## src/rtl/multi_gate_tester_pkg.sv

```systemverilog
// multi_gate_tester_pkg: gate function codes, FSM states and the reference gate function.
package multi_gate_tester_pkg;
    localparam logic [2:0] FN_AND = 3'd0, FN_OR = 3'd1, FN_NAND = 3'd2, FN_NOR = 3'd3,
                           FN_XOR = 3'd4, FN_XNOR = 3'd5, FN_NOT = 3'd6, FN_INVALID = 3'd7;

    typedef enum logic [2:0] {IDLE, APPLY, SETTLE, SAMPLE, DONE} state_t;

    // Reduces the low n bits of vec; NOT looks only at bit 0.
    function automatic logic expected_out(input logic [2:0] func, input logic [3:0] vec, input int n);
        logic a, o, x;
        a = 1'b1;
        o = 1'b0;
        x = 1'b0;
        for (int i = 0; i < 4; i++)
            if (i < n) begin
                a &= vec[i];
                o |= vec[i];
                x ^= vec[i];
            end
        return func == FN_AND  ? a :
               func == FN_OR   ? o :
               func == FN_NAND ? ~a :
               func == FN_NOR  ? ~o :
               func == FN_XOR  ? x :
               func == FN_XNOR ? ~x :
               func == FN_NOT  ? ~vec[0] : 1'b0;
    endfunction
endpackage

```

## src/rtl/multi_gate_tester_if.sv

```systemverilog
// multi_gate_tester_if: control and result bus between the IC decoder/LEDs and the tester.
interface multi_gate_tester_if #(parameter int NUM_GATES = 4);
    logic                 start;
    logic [2:0]           gate_func;
    logic [NUM_GATES-1:0] gate_en;
    logic [NUM_GATES-1:0] gate_pass;
    logic [NUM_GATES-1:0] gate_fail;
    logic                 pass;
    logic                 fail;
    logic                 busy;
    logic                 done;

    modport master (output start, gate_func, gate_en,
                    input gate_pass, gate_fail, pass, fail, busy, done);
    modport slave  (input start, gate_func, gate_en,
                    output gate_pass, gate_fail, pass, fail, busy, done);
endinterface

```

## src/rtl/multi_gate_tester_ref.sv

```systemverilog
// multi_gate_tester_ref: combinational expected gate output for one input vector.
module multi_gate_tester_ref
    import multi_gate_tester_pkg::*;
#(
    parameter int GATE_INPUTS = 2
) (
    input  logic [2:0]             func,
    input  logic [GATE_INPUTS-1:0] vec,
    output logic                   exp_out
);
    assign exp_out = expected_out(func, 4'(vec), GATE_INPUTS);
endmodule

```

## src/rtl/multi_gate_tester.sv

```systemverilog
// multi_gate_tester: steps every input vector through NUM_GATES gates, waits, samples
// the synchronised outputs against the reference and reports per-gate and overall results.
module multi_gate_tester
    import multi_gate_tester_pkg::*;
#(
    parameter int NUM_GATES     = 4,
    parameter int GATE_INPUTS   = 2,
    parameter int SETTLE_CYCLES = 4
) (
    input  logic                             clk,
    input  logic                             rst,
    multi_gate_tester_if.slave               bus,
    output logic [NUM_GATES*GATE_INPUTS-1:0] dut_in,
    input  logic [NUM_GATES-1:0]             dut_out
);
    localparam int CW = $clog2(SETTLE_CYCLES);
    localparam logic [GATE_INPUTS:0] LAST = (GATE_INPUTS + 1)'(2 ** GATE_INPUTS - 1);

    state_t               state, state_n;
    logic [GATE_INPUTS:0] vec;
    logic [CW-1:0]        cnt;
    logic [2:0]           func;
    logic [NUM_GATES-1:0] en, sticky, sticky_n, sync1, sync2, gate_pass, gate_fail;
    logic                 pass, fail, done, exp_out, last, settled;

    multi_gate_tester_ref #(.GATE_INPUTS(GATE_INPUTS)) ref_model (
        .func    (func),
        .vec     (vec[GATE_INPUTS-1:0]),
        .exp_out (exp_out)
    );

    assign last     = vec == LAST;
    assign settled  = cnt == CW'(SETTLE_CYCLES - 1);
    assign sticky_n = sticky | ((sync2 ^ {NUM_GATES{exp_out}}) & en);

    assign bus.gate_pass = gate_pass;
    assign bus.gate_fail = gate_fail;
    assign bus.pass      = pass;
    assign bus.fail      = fail;
    assign bus.done      = done;
    assign bus.busy      = state inside {APPLY, SETTLE, SAMPLE};

    always_ff @(posedge clk)
        state <= rst ? IDLE : state_n;

    always_comb begin
        state_n = state;
        case (state)
            IDLE, DONE: if (bus.start) state_n = bus.gate_func == FN_INVALID ? DONE : APPLY;
            APPLY:      state_n = SETTLE;
            SETTLE:     if (settled) state_n = SAMPLE;
            SAMPLE:     state_n = last ? DONE : APPLY;
            default:    state_n = IDLE;
        endcase
    end

    always_ff @(posedge clk) begin
        if (rst) begin
            dut_in    <= '0;
            gate_pass <= '0;
            gate_fail <= '0;
            pass      <= 1'b0;
            fail      <= 1'b0;
            done      <= 1'b0;
            sync1     <= '0;
            sync2     <= '0;
            vec       <= '0;
            cnt       <= '0;
            func      <= '0;
            en        <= '0;
            sticky    <= '0;
        end else begin
            sync1 <= dut_out;
            sync2 <= sync1;
            case (state)
                IDLE, DONE:
                    if (bus.start) begin
                        func      <= bus.gate_func;
                        en        <= bus.gate_en;
                        sticky    <= '0;
                        vec       <= '0;
                        done      <= 1'b0;
                        gate_pass <= '0;
                        gate_fail <= bus.gate_func == FN_INVALID ? bus.gate_en : '0;
                        pass      <= 1'b0;
                        fail      <= bus.gate_func == FN_INVALID;
                    end else if (state == DONE) begin
                        // An invalid-function start parks here with done low for one clock.
                        done <= 1'b1;
                    end
                APPLY: begin
                    dut_in <= {NUM_GATES{vec[GATE_INPUTS-1:0]}};
                    cnt    <= '0;
                end
                SETTLE: cnt <= cnt + 1'b1;
                SAMPLE: begin
                    sticky <= sticky_n;
                    if (last) begin
                        dut_in    <= '0;
                        gate_fail <= sticky_n & en;
                        gate_pass <= ~sticky_n & en;
                        fail      <= |(sticky_n & en);
                        pass      <= (|en) & ~(|(sticky_n & en));
                        done      <= 1'b1;
                    end else begin
                        vec <= vec + 1'b1;
                    end
                end
                default: ;
            endcase
        end
    end
endmodule

```

## src/flat_wrapper.sv

```systemverilog
// flat-port wrapper written by rule: the top's interface ports become plain ports
module multi_gate_tester_flat import multi_gate_tester_pkg::*;
#(
    parameter int NUM_GATES     = 4,
    parameter int GATE_INPUTS   = 2,
    parameter int SETTLE_CYCLES = 4
)
  (clk, rst, dut_in, dut_out, bus_start, bus_gate_func, bus_gate_en, bus_gate_pass, bus_gate_fail, bus_pass, bus_fail, bus_busy, bus_done);
  multi_gate_tester_if #(.NUM_GATES(NUM_GATES)) bus_i ();
  input  logic clk;
  input  logic rst;
  output logic [NUM_GATES*GATE_INPUTS-1:0] dut_in;
  input  logic [NUM_GATES-1:0] dut_out;
  input wire logic [$bits(bus_i.start)-1:0] bus_start;
  input wire logic [$bits(bus_i.gate_func)-1:0] bus_gate_func;
  input wire logic [$bits(bus_i.gate_en)-1:0] bus_gate_en;
  output wire logic [$bits(bus_i.gate_pass)-1:0] bus_gate_pass;
  output wire logic [$bits(bus_i.gate_fail)-1:0] bus_gate_fail;
  output wire logic [$bits(bus_i.pass)-1:0] bus_pass;
  output wire logic [$bits(bus_i.fail)-1:0] bus_fail;
  output wire logic [$bits(bus_i.busy)-1:0] bus_busy;
  output wire logic [$bits(bus_i.done)-1:0] bus_done;
  assign bus_i.start = bus_start;
  assign bus_i.gate_func = bus_gate_func;
  assign bus_i.gate_en = bus_gate_en;
  assign bus_gate_pass = bus_i.gate_pass;
  assign bus_gate_fail = bus_i.gate_fail;
  assign bus_pass = bus_i.pass;
  assign bus_fail = bus_i.fail;
  assign bus_busy = bus_i.busy;
  assign bus_done = bus_i.done;
  multi_gate_tester #(.NUM_GATES(NUM_GATES), .GATE_INPUTS(GATE_INPUTS), .SETTLE_CYCLES(SETTLE_CYCLES)) u_core (.clk(clk), .rst(rst), .bus(bus_i), .dut_in(dut_in), .dut_out(dut_out));
endmodule
```

## config.mk

```make
export PLATFORM = sky130hd
export DESIGN_NAME = multi_gate_tester_flat
export DESIGN_NICKNAME = d
export VERILOG_FILES = /design/src/rtl/multi_gate_tester_pkg.sv /design/src/rtl/multi_gate_tester_if.sv /design/src/rtl/multi_gate_tester_ref.sv /design/src/rtl/multi_gate_tester.sv /design/src/flat_wrapper.sv
export SDC_FILE = /design/constraint.sdc
export NUM_CORES = 1
export LEC_CHECK = 0
export ABC_AREA = 1
export CORE_AREA = 2 2 63 65
export CTS_BUF_LIST = sky130_fd_sc_hd__clkbuf_8
export CTS_CLUSTER_SIZE = 20
export DETAILED_ROUTE_END_ITERATION = 8
export DIE_AREA = 0 0 65 67
export DONT_BUFFER_PORTS = 1
export PLACE_DENSITY_LB_ADDON = 0.3
export SYNTH_ARGS = -nofsm -noshare
export SYNTH_HDL_FRONTEND = slang
export SYNTH_HIERARCHICAL = 1
export SYNTH_SLANG_ARGS = --single-unit
```

## constraint.sdc

```tcl
create_clock -name clk -period 2.85 [get_ports clk]
set_input_delay 0.57 -clock clk [delete_from_list [all_inputs] [get_ports clk]]
set_output_delay 0.57 -clock clk [all_outputs]
set_load 0.05 [all_outputs]
```

==> results.rst <==
.. list-table::
   :header-rows: 1

   * - Metric
     - Value
   * - TritonCTS Sinks
     - 40
   * - Final non-filler cell area
     - 2020 µm²
   * - Clock slew seen by the registers of the worst setup and hold paths
     - 0.08 ns
   * - Critical path, cell by cell
     - inv_1 > ha_1 > nand2_1 > nand3_1 > nand2_1 > nand2_1 > nand2_1 > inv_1 > nand2_1 > nand2_1 > a21oi_1 > nor2_1 > nand2_1 > nand2_1 > a21oi_2
   * - MaxCap Viol Count
     - 0
   * - Top-count cell post-synth
     - sky130_fd_sc_hd__nand2_1
   * - Fin. Hold Viols
     - 0
   * - Number of global-route vias before repair
     - 1380
   * - HPWL after DPL
     - 2600 µm
   * - Run status
     - completed
   * - Via total after detailed routing
     - 1489
   * - Critical path startpoint category
     - flip-flop
   * - Antenna-violating nets left
     - 0
   * - Mean instance size in the synthesized netlist
     - 7.55 µm²
   * - Standard cell with the maximum stage delay on the critical path
     - sky130_fd_sc_hd__dfxtp_1
   * - Delay of the slowest cell on the worst path
     - between 0.4 and 0.5 ns
   * - Worst VDD drop
     - 0.389 mV
   * - Gate Count Post-Synth
     - 255
   * - Worst hold path stage count
     - 1
   * - Deepest level of the CTS H-tree
     - 2
   * - Arrival time of the worst setup path
     - roughly 2.2 ns
   * - Post-layout power
     - 1620 µW
   * - Wire length of the first global-routing pass
     - 6220 µm
   * - Setup repair after global routing missed its margin
     - false
   * - I/O pin cnt
     - 34
   * - Max Transition Viols Final
     - 0
   * - Required time worst endpoint
     - 3.09 ns
   * - WL per Instance
     - 11.9 µm
   * - Count of antenna diodes in the layout
     - 0
   * - Area post-placement
     - between 1500 and 2000 µm²
   * - TritonCTS clock tree
     - yes
   * - Crit path kind
     - flip-flop to flip-flop
   * - Number of antenna violations at the first check in global routing
     - 0
   * - Leading cell types by count after synthesis
     - sky130_fd_sc_hd__nand2_1 (41), sky130_fd_sc_hd__dfxtp_1 (40), sky130_fd_sc_hd__inv_1 (40)
   * - Time the final worst path needs with I/O delays and setup
     - approximately 2 ns
   * - Hold WC Path Type
     - input port to flip-flop
   * - Number of nets in the finished design
     - 270
   * - Mapped cell area
     - 1930 µm²
   * - Die ar.
     - around 4400 µm²
   * - Worst path most repeated cell
     - sky130_fd_sc_hd__nand2_1
   * - Core region area
     - 3610 µm²
   * - Setup fix buffers added after clock tree synthesis
     - 0
   * - Transition at the pin with the smallest max-transition slack
     - 1.01 ns
   * - Utilization of the core after routing
     - 0.560
   * - Clk Tree Root Cell
     - sky130_fd_sc_hd__clkbuf_8
   * - Asr flop ratio synth
     - 0
   * - Final GP Congestion
     - 0.836
   * - Die width
     - 65 µm
   * - Buffer depth of the longest clock path
     - 2
   * - Setup-violating endpoint count in the final report
     - 0
   * - Inserted Clock Buffers
     - 5
   * - Type of element capturing the critical path
     - flip-flop
   * - Initial Utilization
     - 0.534
   * - Count of input and output buffers
     - 0
   * - Max_slew headroom
     - 0.324
   * - Number of iterations in the first detailed-routing pass
     - 4
   * - Number of nets in the synthesized netlist
     - between 200 and 300
   * - Path depth of the worst reg2reg path
     - 15
   * - Yosys warning count
     - 6
   * - Die Span Y
     - 67 µm
   * - Clock latency reported for the late side of the worst-skew pair
     - ~0.30 ns
   * - Hold buffers post-CTS
     - 0
   * - Number of cell rows
     - 22
   * - Fin Setup TNS
     - 0 ns
   * - Vias per inst
     - 4.96
   * - Overall global routing resource usage
     - 0.187
   * - Post-synth top area cell
     - sky130_fd_sc_hd__dfxtp_1
   * - LEAKAGE
     - 0.000832 µW
   * - Top cells by area, synth
     - sky130_fd_sc_hd__dfxtp_1 (42%), sky130_fd_sc_hd__nand2_1 (8.0%), sky130_fd_sc_hd__inv_1 (7.8%)
   * - Synth Flop Type
     - sky130_fd_sc_hd__dfxtp_1
   * - Total congestion overflow
     - 0
   * - Maximum fanout along the worst path
     - 6
   * - Count of distinct cell types in the synthesized netlist
     - 28
   * - Number of flops mapped to enable cells by yosys
     - 0
   * - Pin count of the biggest net entering global routing
     - 25
   * - Share of layout cells above drive strength 1
     - 0.143
   * - DRT Wirelength
     - 3580 µm
   * - First DRT Iteration DRCs
     - 74
   * - Top-area cell type share of the netlist area
     - 0.416
   * - Count of state elements after synthesis
     - 40
   * - Drt drc
     - 0
   * - Final clock period utilization by the worst path
     - 0.705
   * - Resized cells post-CTS
     - 0
   * - Achievable frequency
     - 498 MHz
   * - Setup Skew
     - about 0.0053 ns
   * - Sequential area share after synthesis
     - 0.416
   * - Power density relative to cell area
     - 801 nW/µm²
   * - Layout overhead on the synthesized area
     - 4.87%
[state kept, by name (all words and copies together) (netlist names)]
name / cells
u_core/bus.gate_fail: 4
u_core/bus.gate_pass: 4
u_core/en: 4
u_core/sticky: 4
u_core/sync1: 4
u_core/sync2: 4
u_core/func: 3
u_core/state: 3
u_core/vec: 3
u_core/cnt: 2
u_core/dut_in: 2
u_core/bus.done: 1
u_core/bus.fail: 1
u_core/bus.pass: 1
[cell usage in the layout (no fill, tap or decap), types with 3 or more instances in the layout]
| cell type | count |
|---|---|
| sky130_fd_sc_hd__nand2_1 | 41 |
| sky130_fd_sc_hd__inv_1 | 40 |
| sky130_fd_sc_hd__dfxtp_1 | 38 |
| sky130_fd_sc_hd__nor2_1 | 28 |
| sky130_fd_sc_hd__a21oi_1 | 27 |
| sky130_fd_sc_hd__o21ai_0 | 15 |
| sky130_fd_sc_hd__nand3_1 | 10 |
| sky130_fd_sc_hd__nor3_1 | 7 |
| sky130_fd_sc_hd__a21oi_2 | 7 |
| sky130_fd_sc_hd__o21ai_2 | 6 |
| sky130_fd_sc_hd__clkbuf_8 | 5 |
| sky130_fd_sc_hd__ha_1 | 5 |
| sky130_fd_sc_hd__inv_2 | 3 |
[worst max-delay path: cells and delay by family, from the launching register on]
| family | cells | cell delay (ns) |
|---|---|---|
| AO/OA/AOI/OAI | 2 | 0.31 |
| adder cells (fa/ha/maj) | 1 | 0.31 |
| buffers and inverters | 2 | 0.19 |
| flip-flops | 1 | 0.41 |
| AND/OR/NAND/NOR | 10 | 0.73 |
[kinds of logic after synthesis]
| logic type | Yosys count | share of synthesized area |
|---|---|---|
| AOI/OAI and AO/OA | 60 | 0.186 |
| adders and majority gates | 5 | 0.0325 |
| DFF | 40 | 0.416 |
| buffers and inverters | 57 | 0.137 |
| and+or+nand+nor | 93 | 0.228 |
[where the power goes]
part | switching (µW) | leakage, µW | internal [µW]
Sequential | 148 | 0.000329 | 622
Clock | 203 | 0.0000541 | 259
Combinational | 260 | 0.000449 | 125
[worst paths after layout]
path                        start                to  slack [ns]
setup / recovery    u_core/vec[0]   u_core/bus.fail        0.84
hold / removal                rst  u_core/dut_in[5]        0.32
setup reg to reg    u_core/vec[0]   u_core/bus.fail        0.84
hold reg to reg   u_core/sync1[2]   u_core/sync2[2]        0.41
[per-layer routing]
metal  GRT usage  vias up  share of wire
li1            -      796              -
met1       0.235      659           0.47
met2       0.298       28           0.46
met3      0.0676        6          0.047
met4      0.0638        0          0.016
met5           0        -              0
[through the flow]
stage | setup slack (ns) | hold slack (ns) | cells
6_report | 0.841 | 0.321 | 300
5_1_grt | 0.635 | 0.310 | 300
4_1_cts | 0.849 | 0.313 | 300
3_5_place_dp | 0.874 | 0.398 | 292
3_3_place_gp | 0.934 | 0.389 | 292
2_1_floorplan | 1.09 | 0.388 | 255
[area by class of cell]
class                   count  area [µm²]
fillers                   355        1590
multi-input cells         158         861
flip-flops and latches     40         803
repair buffers              1        7.51
inverters                  45         176
well taps                  48        60.1
clock buffers               5        68.8
clock inverters             3        42.5
Power figures use the tool's default switching activity.
